==> src/rtl/uart_model_pkg.sv <==
// -----------------------------------------------------------------------------
// uart_model_pkg
// Shared definitions for the bench-side UART models (transmitter and the
// line-logging receiver): the transmitter FSM state type and the bit-period
// helper used by both models so they agree on line timing.
// -----------------------------------------------------------------------------
package uart_model_pkg;

  typedef enum logic [1:0] {
    IDLE,
    START,
    DATA,
    STOP
  } uart_tx_state_e;

  // Clock cycles per line bit, truncated toward zero.
  function automatic int cycles_per_bit(input longint clk_hz, input longint bit_rate);
    return int'(clk_hz / bit_rate);
  endfunction

endpackage

==> src/rtl/uart_tx_fifo.sv <==
// -----------------------------------------------------------------------------
// uart_tx_fifo
// Synchronous byte FIFO feeding the UART transmitter. Read data is the head
// entry, combinationally available; a pop consumes it on the clock edge.
// Ports:
//   clk, reset  : clock, synchronous active-high reset (flushes the FIFO)
//   push        : write push_data at the tail (ignored when full)
//   push_data   : entry to write
//   pop         : drop the head entry (ignored when empty)
//   pop_data    : current head entry
//   count       : occupancy, 0..DEPTH
// -----------------------------------------------------------------------------
module uart_tx_fifo
  import uart_model_pkg::*;
#(
  parameter int WIDTH = 8,
  parameter int DEPTH = 16
) (
  input  logic                     clk,
  input  logic                     reset,
  input  logic                     push,
  input  logic [WIDTH-1:0]         push_data,
  input  logic                     pop,
  output logic [WIDTH-1:0]         pop_data,
  output logic [$clog2(DEPTH):0]   count
);

  localparam int PTR_W = $clog2(DEPTH);
  localparam int CNT_W = PTR_W + 1;
  localparam logic [CNT_W-1:0] FULL = CNT_W'(DEPTH);

  logic [WIDTH-1:0] mem_q [DEPTH];
  logic [PTR_W-1:0] wr_ptr_q, wr_ptr_d;
  logic [PTR_W-1:0] rd_ptr_q, rd_ptr_d;
  logic [CNT_W-1:0] count_q, count_d;
  logic             do_push, do_pop;

  // Pointers wrap naturally at the power-of-two depth; count_q alone tells
  // full from empty when the pointers are equal.
  always_comb begin
    do_push  = push && (count_q != FULL);
    do_pop   = pop && (count_q != '0);
    wr_ptr_d = do_push ? wr_ptr_q + PTR_W'(1) : wr_ptr_q;
    rd_ptr_d = do_pop ? rd_ptr_q + PTR_W'(1) : rd_ptr_q;
    count_d  = count_q;
    if (do_push && !do_pop) begin
      count_d = count_q + CNT_W'(1);
    end else if (do_pop && !do_push) begin
      count_d = count_q - CNT_W'(1);
    end
  end

  always_ff @(posedge clk) begin
    if (reset) begin
      wr_ptr_q <= '0;
      rd_ptr_q <= '0;
      count_q  <= '0;
    end else begin
      wr_ptr_q <= wr_ptr_d;
      rd_ptr_q <= rd_ptr_d;
      count_q  <= count_d;
    end
  end

  // Storage carries no reset; validity is tracked by count_q.
  always_ff @(posedge clk) begin
    if (do_push && !reset) begin
      mem_q[wr_ptr_q] <= push_data;
    end
  end

  assign pop_data = mem_q[rd_ptr_q];
  assign count    = count_q;

endmodule

==> config.mk <==
export PLATFORM = sky130hd
export DESIGN_NAME = uart_tx_fifo
export DESIGN_NICKNAME = d
export VERILOG_FILES = /design/src/rtl/uart_model_pkg.sv /design/src/rtl/uart_tx_fifo.sv
export SDC_FILE = /design/constraint.sdc
export NUM_CORES = 1
export LEC_CHECK = 0
export BUFFER_PORTS_ARGS = -buffer_cell sky130_fd_sc_hd__buf_4
export CAP_MARGIN = 20
export CORE_UTILIZATION = 40
export CTS_CLUSTER_DIAMETER = 120
export CTS_CLUSTER_SIZE = 28
export DETAILED_ROUTE_END_ITERATION = 8
export HOLD_SLACK_MARGIN = 0.02
export PLACE_DENSITY_LB_ADDON = 0.3
export SYNTH_ARGS = -nofsm -noshare
export SYNTH_HDL_FRONTEND = slang
export SYNTH_SLANG_ARGS = --single-unit
==> constraint.sdc <==
create_clock -name clk -period 3.47 [get_ports clk]
set_input_delay 1.041 -clock clk [delete_from_list [all_inputs] [get_ports clk]]
set_output_delay 1.041 -clock clk [all_outputs]
set_load 0.01 [all_outputs]
==> impl_metrics.toml, run 1 <==
[global_routing]
grt_max_degree = 33
met3_usage_pct = 5.45
met2_usage_pct = 25.6
grt_overflow = 0
antenna_found_initial = 0
use_met1_pct = 20.7
gr-max-usage-layer = "met2"
grt_pass1_vias = 2911
grt_use_total_pct = 16.2
grt_pass1_wl_um = 16600

[cts]
cts_inserted_buffers = 17
holdBufCountCts = 0
clock_path_buffers = 2
cts_root_buffer = "clkbuf_16"
postCtsResizedCells = 0
cts_tree = "done"
clk_pin_slew_ps = 60
clk_latency_ps = 420
cts_num_sinks = 145
post_cts_buffers = 0
htreeDepth = 4

[finish]
nFillCells = 1163
nNetsFinal = 376
postLayoutCoreUtil_pct = 48.9
area_delta_synth_final_pct = 18.9
drive_above_1_share_pct = 31.1
diodes = 0
stdcell_count = 547

[place]
gp_routability_congestion = 0.705
place_hpwl_um = 6690
placedCellCount = 515
pre_cts_ws_ps = 431
io_buffers = 24

[critical_path]
crit_type = "reg -> out"
reg2reg_slack_ps = 570
crit_chain = "buf_12, mux4_2, a22oi_1, nand2_1, buf_4"
worstSetupStartpointType = "flip-flop"
critPathMaxStageDelay_ps = 540
crit_arrival_ps = 2150
crit_buf_inv = 2
cp_max_fo = 32
required_ps = 2430
crit_path_end_kind = "output port"
crit_family = "multiplexers"
cpMaxStageDelayCell = "mux4_2"

[timing]
setup_viol = 0
fin_ws_ps = 279
maxSlewHeadroom_pct = 46.1
setup_tns_ps = 0
max_freq_mhz = 313
worst_clock_skew_ps = 9.57
slew_viol_final = 0
min_period_over_period_pct = 92.0
final_hold_viol_count = 0
worstMarginPinSlew_ps = 805
rsz0062_at_grt = "false"
fin_crit_ps = 3190

[yosys]
netlist_instances = 305
synth_top_flop_cell = "edfxtp_1"
synthTopCellsByArea = "edfxtp_1 67%, mux4_2 13%, dfxtp_1 6.0%"
async_reset_ff_share_pct = 0
synth_seq_area_share_pct = 73.3
syn_avg_cell_area_um2 = 18.7
yosysMostFrequentCell = "edfxtp_1"
syn-cell-area_mm2 = 0.00571
synth_seq_cells = 145
synth_nets = 327
synth_cell_types = 36
synth_top_area_share_pct = 67.4
ys_warn_count = 0
synth_area_leader_cell = "edfxtp_1"
synth_edf_count = 128
synthTopCellsByCount = "128 x edfxtp_1, 34 x nor2_1, 32 x mux4_2, 17 x dfxtp_1, 16 x a22oi_1"

[route]
drtIter0Drc = 277
dr.pass1.iters = 4
drc = 0
vias = 2823
wire_per_inst_um = 19.5
routed_via_density = 5.16
ant_nets = 0
wirelength_um = 10700

[die]
start_util_pct = 41.1
num_rows = 43
io_pins = 25
core_mm2 = 0.0139
die_y_um = 121
die-area_mm2 = 0.0147
die_x_um = 121

[pwr]
p_leak_nw = 2.30
vdd_drop_max_mv = 0.341
powerDensity_mw_per_mm2 = 704

[flow_run]
cap_violations = 0

[min_path]
hold_class = "reg -> reg"

[run_status]
status = "complete, no violations"
[flip-flops by register name, summed over array words and instances, names as in the netlist, named ones only]
signal / flops
wr_ptr_q: 4
rd_ptr_q: 4
mem_q: 128
count: 5
[logic make-up (layout without fill, tap and decap cells)]
group,after synthesis,after routing,share of synthesized area [%]
mux,37,37,13.6
compound gates,27,27,3.51
flops,145,145,73.3
xor+xnor,7,7,1.07
buf+inv,18,80,1.38
simple gates,61,61,4.82
fa+ha+maj,10,10,2.32
[per-stage QoR]
step | area, µm² | hold WS (ps) | power [mW]
finish | 6780 | 551 | 4.78
global route | 6780 | 575 | 4.99
CTS | 6780 | 545 | 4.84
detailed placement | 6220 | 531 | 3.14
global placement | 6220 | 518 | 3.12
floorplan | 5710 | 485 | 2.81
[area by class of cell]
| type | instances | area, µm² | share of cell area [%] |
|---|---|---|---|
| clock buffer | 17 | 425 | 6.27 |
| inverter | 4 | 15.0 | 0.221 |
| multi-input combinational | 142 | 1440 | 21.3 |
| tap | 180 | 225 | 3.32 |
| clock inverter | 15 | 135 | 1.99 |
| sequential | 145 | 4190 | 61.7 |
| timing repair buffer | 44 | 355 | 5.24 |
[worst register-to-register path, delay by kind of cell (launching register included)]
| kind | cells | cell delay, ps |
|---|---|---|
| muxes | 1 | 350 |
| AOI/OAI and AO/OA | 4 | 770 |
| and+or+nand+nor | 1 | 600 |
| DFF | 1 | 370 |
| adders and majority gates | 2 | 550 |
| buffers and inverters | 1 | 150 |
[power by group]
part           switching (mW)  leakage, nW  internal, mW  total [mW]
clock                   0.705        0.274         0.991        1.70
sequential             0.0591         1.29          1.97        2.03
combinational           0.504        0.735         0.548        1.05
total                    1.27         2.30          3.51        4.78
[per-layer routing]
metal,vias to the layer above,wire [µm]
li1,1308,-
met1,1442,4560
met2,63,5430
met3,10,584
met4,0,85
met5,-,0
[worst paths after layout]
check,start,to,cells after the start
setup reg to reg,count[0],count[4],9
setup / recovery,flip-flop,pop_data[0],5
hold / removal,rd_ptr_q[3],rd_ptr_q[3],2
hold reg to reg,rd_ptr_q[3],rd_ptr_q[3],2
[layout by cell type, fill, tap and decap left out, types with 2 or more instances in the layout]
master      Yosys  final
clkinvlp_4      0      2
xnor2_1         2      2
inv_1           4      4
ha_1            9      9
or3_1           2      2
xor2_1          5      5
dfxtp_1        17     16
edfxtp_1      128    128
clkbuf_16       0     17
nor2_1         34     34
mux4_2         32     32
clkinv_2        0      4
buf_4           0     42
buf_12          0      2
a22oi_1        16     16
mux2i_1         3      3
clkinv_4        0      4
nand2_1        14     14
nor2b_1         3      3
a21oi_1         3      3
o211ai_1        2      2
inv_6           0      4
Note: power is estimated with default switching activity, not from simulation.
==> run 2: changes to the inputs <==
- CORE_ASPECT_RATIO: unset -> 2
==> impl_metrics.toml, run 2 (same netlist as run 1, synthesis figures left out) <==
[route]
routed_via_density = 5.08
ant_nets = 0
vias = 2820
drc = 0
wire_per_inst_um = 19.6
dr.pass1.iters = 4
drtIter0Drc = 152
wirelength_um = 10900

[global_routing]
antenna_found_initial = 0
grt_pass1_wl_um = 17300
grt_use_total_pct = 16.7
grt_max_degree = 33
grt_overflow = 0
grt_pass1_vias = 3095

[flow_run]
cap_violations = 0

[finish]
drive_above_1_share_pct = 30.9
area_delta_synth_final_pct = 18.9
mostFrequentLayoutCells = "128 x edfxtp_1, 42 x buf_4, 34 x nor2_1"
nNetsFinal = 375
diodes = 0
regMostFlops = "mem_q"
stdcell_count = 555
largest_reg_flops = 128
final_common_cell = "edfxtp_1"

[cts]
clk_latency_ps = 410
post_cts_buffers = 0
clock_path_buffers = 2
cts_num_sinks = 145
htreeDepth = 4
clk_pin_slew_ps = 60
holdBufCountCts = 0
postCtsResizedCells = 0
cts_tree = "done"
cts_root_buffer = "clkbuf_16"
cts_inserted_buffers = 17

[pwr]
swShare_pct = 26.9
vdd_drop_max_mv = 0.376
comb_power_share_pct = 21.6
seqPwrFrac_pct = 42.3
pwr-share-clk_pct = 36.0
p_leak_nw = 2.29
powerDensity_mw_per_mm2 = 710
internal_power_mw = 3.52
finalPower_mw = 4.81
switchingPower_mw = 1.30

[critical_path]
ff2ff_path_depth = 9
worstSetupStartpointType = "flip-flop"
cp_max_fo = 11
crit_arrival_ps = 2140
crit_path_end_kind = "output port"
crit_type = "reg -> out"
timing.rr.end = "count[4]"
r2r_start = "count[0]"
reg2reg_slack_ps = 550
required_ps = 2430

[timing]
worst_clock_skew_ps = 10.4
setup_tns_ps = 0
setup_viol = 0
final_hold_viol_count = 0
slew_viol_final = 0
rsz0062_at_grt = "false"
min_period_over_period_pct = 91.7
worstMarginPinSlew_ps = 689
maxSlewHeadroom_pct = 53.9
max_freq_mhz = 314
fin_crit_ps = 3180

[die]
die_x_um = 86.5
start_util_pct = 41.1
io_pins = 25
die_y_um = 171
core_mm2 = 0.0139
num_rows = 61
die-area_mm2 = 0.0148

[run_status]
status = "complete, no violations"

[min_path]
hold_path_depth = 2
hold_class = "reg -> reg"
hp-start = "rd_ptr_q[3]"

[place]
place_hpwl_um = 7700
gp_routability_congestion = 0.757
placedCellCount = 523
io_buffers = 24
## run 2: how the worst max path moves through the flow
stage               slack [ps]  startpoint           to
floorplan                  750    count[0]     count[4]
global placement           490        push     count[4]
detailed placement         430        push     count[4]
CTS                        220   flip-flop  pop_data[4]
global route               150   flip-flop  pop_data[4]
finish                     290   flip-flop  pop_data[4]
## run 2: layout make-up
cell class / count / area, µm²
clock inverters: 15 / 145
multi-input cells: 142 / 1440
repair buffers: 43 / 335
well taps: 189 / 236
clock buffers: 17 / 425
flip-flops and latches: 145 / 4190
inverters: 4 / 15.0
fillers: 1191 / 7110
## run 2: power groups by stage
| stage | combinational, mW | sequential (mW) | clock, mW |
|---|---|---|---|
| after floorplan | 0.750 | 2.06 | 0 |
| after global placement | 1.06 | 2.07 | 0 |
| after detailed placement | 1.07 | 2.08 | 0 |
| after CTS | 1.08 | 2.04 | 1.77 |
| after global routing | 1.15 | 2.05 | 1.84 |
| final | 1.04 | 2.04 | 1.73 |
## run 2: stage by stage
| stage | worst slack [ps] | utilization (%) | cell area, µm² | hold WS (ps) |
|---|---|---|---|---|
| after global routing | 151 | 48.8 | 6790 | 585 |
| final | 288 | 48.8 | 6790 | 538 |
| after CTS | 223 | 48.8 | 6790 | 552 |
| after detailed placement | 429 | 44.7 | 6210 | 523 |
| after global placement | 492 | 44.7 | 6210 | 509 |
| after floorplan | 746 | - | 5710 | 485 |
## run 2: critical path: stages (launching register included)
cell	delay [ps]
dfxtp_1	580
buf_4	300
mux4_2	320
a22oi_1	260
nand2_1	110
buf_4	150
## run 2: routing by layer
| metal | up-vias | GRT usage (%) | routed length (µm) | share of wire (%) |
|---|---|---|---|---|
| met2 | 47 | 31.8 | 6480 | 59 |
| met4 | 0 | 7.97 | 301 | 2.8 |
| met3 | 19 | 4.20 | 268 | 2.5 |
| met5 | - | 0 | 0 | 0 |
| li1 | 1312 | - | - | - |
| met1 | 1442 | 16.3 | 3850 | 35 |
==> run 3: changes to the inputs <==
- CAP_MARGIN: 20 -> 10
- REMOVE_ABC_BUFFERS: unset -> 1
==> impl_metrics.toml, run 3 (same netlist as run 1, synthesis figures left out) <==
[global_routing]
antenna_found_initial = 0
met3_usage_pct = 4.25
grt_max_degree = 33
met2_usage_pct = 31.3
grt_use_total_pct = 16.8
grt_pass1_wl_um = 17300
grt_overflow = 0
grt_pass1_vias = 3058
use_met1_pct = 17.1
gr-max-usage-layer = "met2"

[route]
wire_per_inst_um = 19.9
vias = 2836
dr.pass1.iters = 4
wirelength_um = 11100
drtIter0Drc = 145
routed_via_density = 5.10
ant_nets = 0
drc = 0

[place]
dpl_cell_area_mm2 = 0.00621
pre_cts_ws_ps = 438
gp_routability_congestion = 0.753
io_buffers = 24
place_hpwl_um = 7630

[finish]
mostFrequentLayoutCells = "128 x edfxtp_1, 44 x buf_4, 34 x nor2_1"
largest_reg_flops = 128
nNetsFinal = 376
regMostFlops = "mem_q"
drive_above_1_share_pct = 29.2
final_common_cell = "edfxtp_1"
diodes = 0
postLayoutCoreUtil_pct = 48.9
stdcell_area_mm2 = 0.00679
area_delta_synth_final_pct = 18.9

[min_path]
hold_path_depth = 2
hold_class = "reg -> reg"
hp-start = "rd_ptr_q[3]"

[critical_path]
crit_arrival_ps = 2190
r2r_start = "count[0]"
required_ps = 2430
ff2ff_path_depth = 9
cp_max_fo = 20
crit_type = "reg -> out"
crit_path_end_kind = "output port"
worstSetupStartpointType = "flip-flop"

[cts]
clk_latency_ps = 410
cts_root_buffer = "clkbuf_16"
holdBufCountCts = 0
cts_num_sinks = 145
clock_path_buffers = 2
post_cts_buffers = 0
htreeDepth = 4
clk_pin_slew_ps = 60
cts_tree = "done"
postCtsResizedCells = 0
cts_inserted_buffers = 17

[die]
io_pins = 25
die_x_um = 86.5
die-area_mm2 = 0.0148
num_rows = 61
start_util_pct = 41.1
die_y_um = 171
core_mm2 = 0.0139

[flow_run]
cap_violations = 0

[timing]
worst_clock_skew_ps = 7.65
min_period_over_period_pct = 93.1
fin_crit_ps = 3230
setup_viol = 0
max_freq_mhz = 309
setup_tns_ps = 0
final_hold_viol_count = 0
worstMarginPinSlew_ps = 700
rsz0062_at_grt = "false"
maxSlewHeadroom_pct = 53.1
fin_ws_ps = 239
slew_viol_final = 0

[pwr]
powerDensity_mw_per_mm2 = 711
vdd_drop_max_mv = 0.345
p_leak_nw = 2.30

[run_status]
status = "complete, no violations"
## run 3: worst paths after layout
check	slack (ps)	end
setup / recovery	240	pop_data[7]
hold / removal	550	flip-flop
setup reg to reg	600	count[4]
hold reg to reg	550	flip-flop
## run 3: area by class of cell
type	instances	area, µm²
inverter	4	15.0
clock buffer	19	433
sequential	145	4190
multi-input combinational	142	1440
clock inverter	13	144
timing repair buffer	44	330
fill	1189	7100
tap	189	236
## run 3: worst max-delay path, stage by stage, from the launching register on
cell     delay (ps)
dfxtp_2         330
buf_4           370
mux4_2          550
a22oi_1         270
nand2_1         100
buf_4           150
## run 3: report_power, final
| group | total (mW) | internal, mW | switching (mW) |
|---|---|---|---|
| sequential | 2.03 | 1.97 | 0.0554 |
| clock | 1.76 | 1.12 | 0.646 |
| combinational | 1.04 | 0.532 | 0.509 |
## run 3: layer usage
metal	share of wire [%]	routed length, µm	vias to the layer above
li1	-	-	1316
met1	37	4100	1450
met2	58	6420	56
met3	2.7	301	14
met4	2.4	269	0
met5	0	0	-
## run 3: stage by stage
step / total power [mW] / instances / hold slack, ps
final: 4.83 / 556 / 545
after global routing: 5.05 / 556 / 616
after CTS: 4.92 / 556 / 551
after detailed placement: 3.14 / 524 / 536
after global placement: 3.12 / 524 / 512
after floorplan: 2.79 / 291 / 485
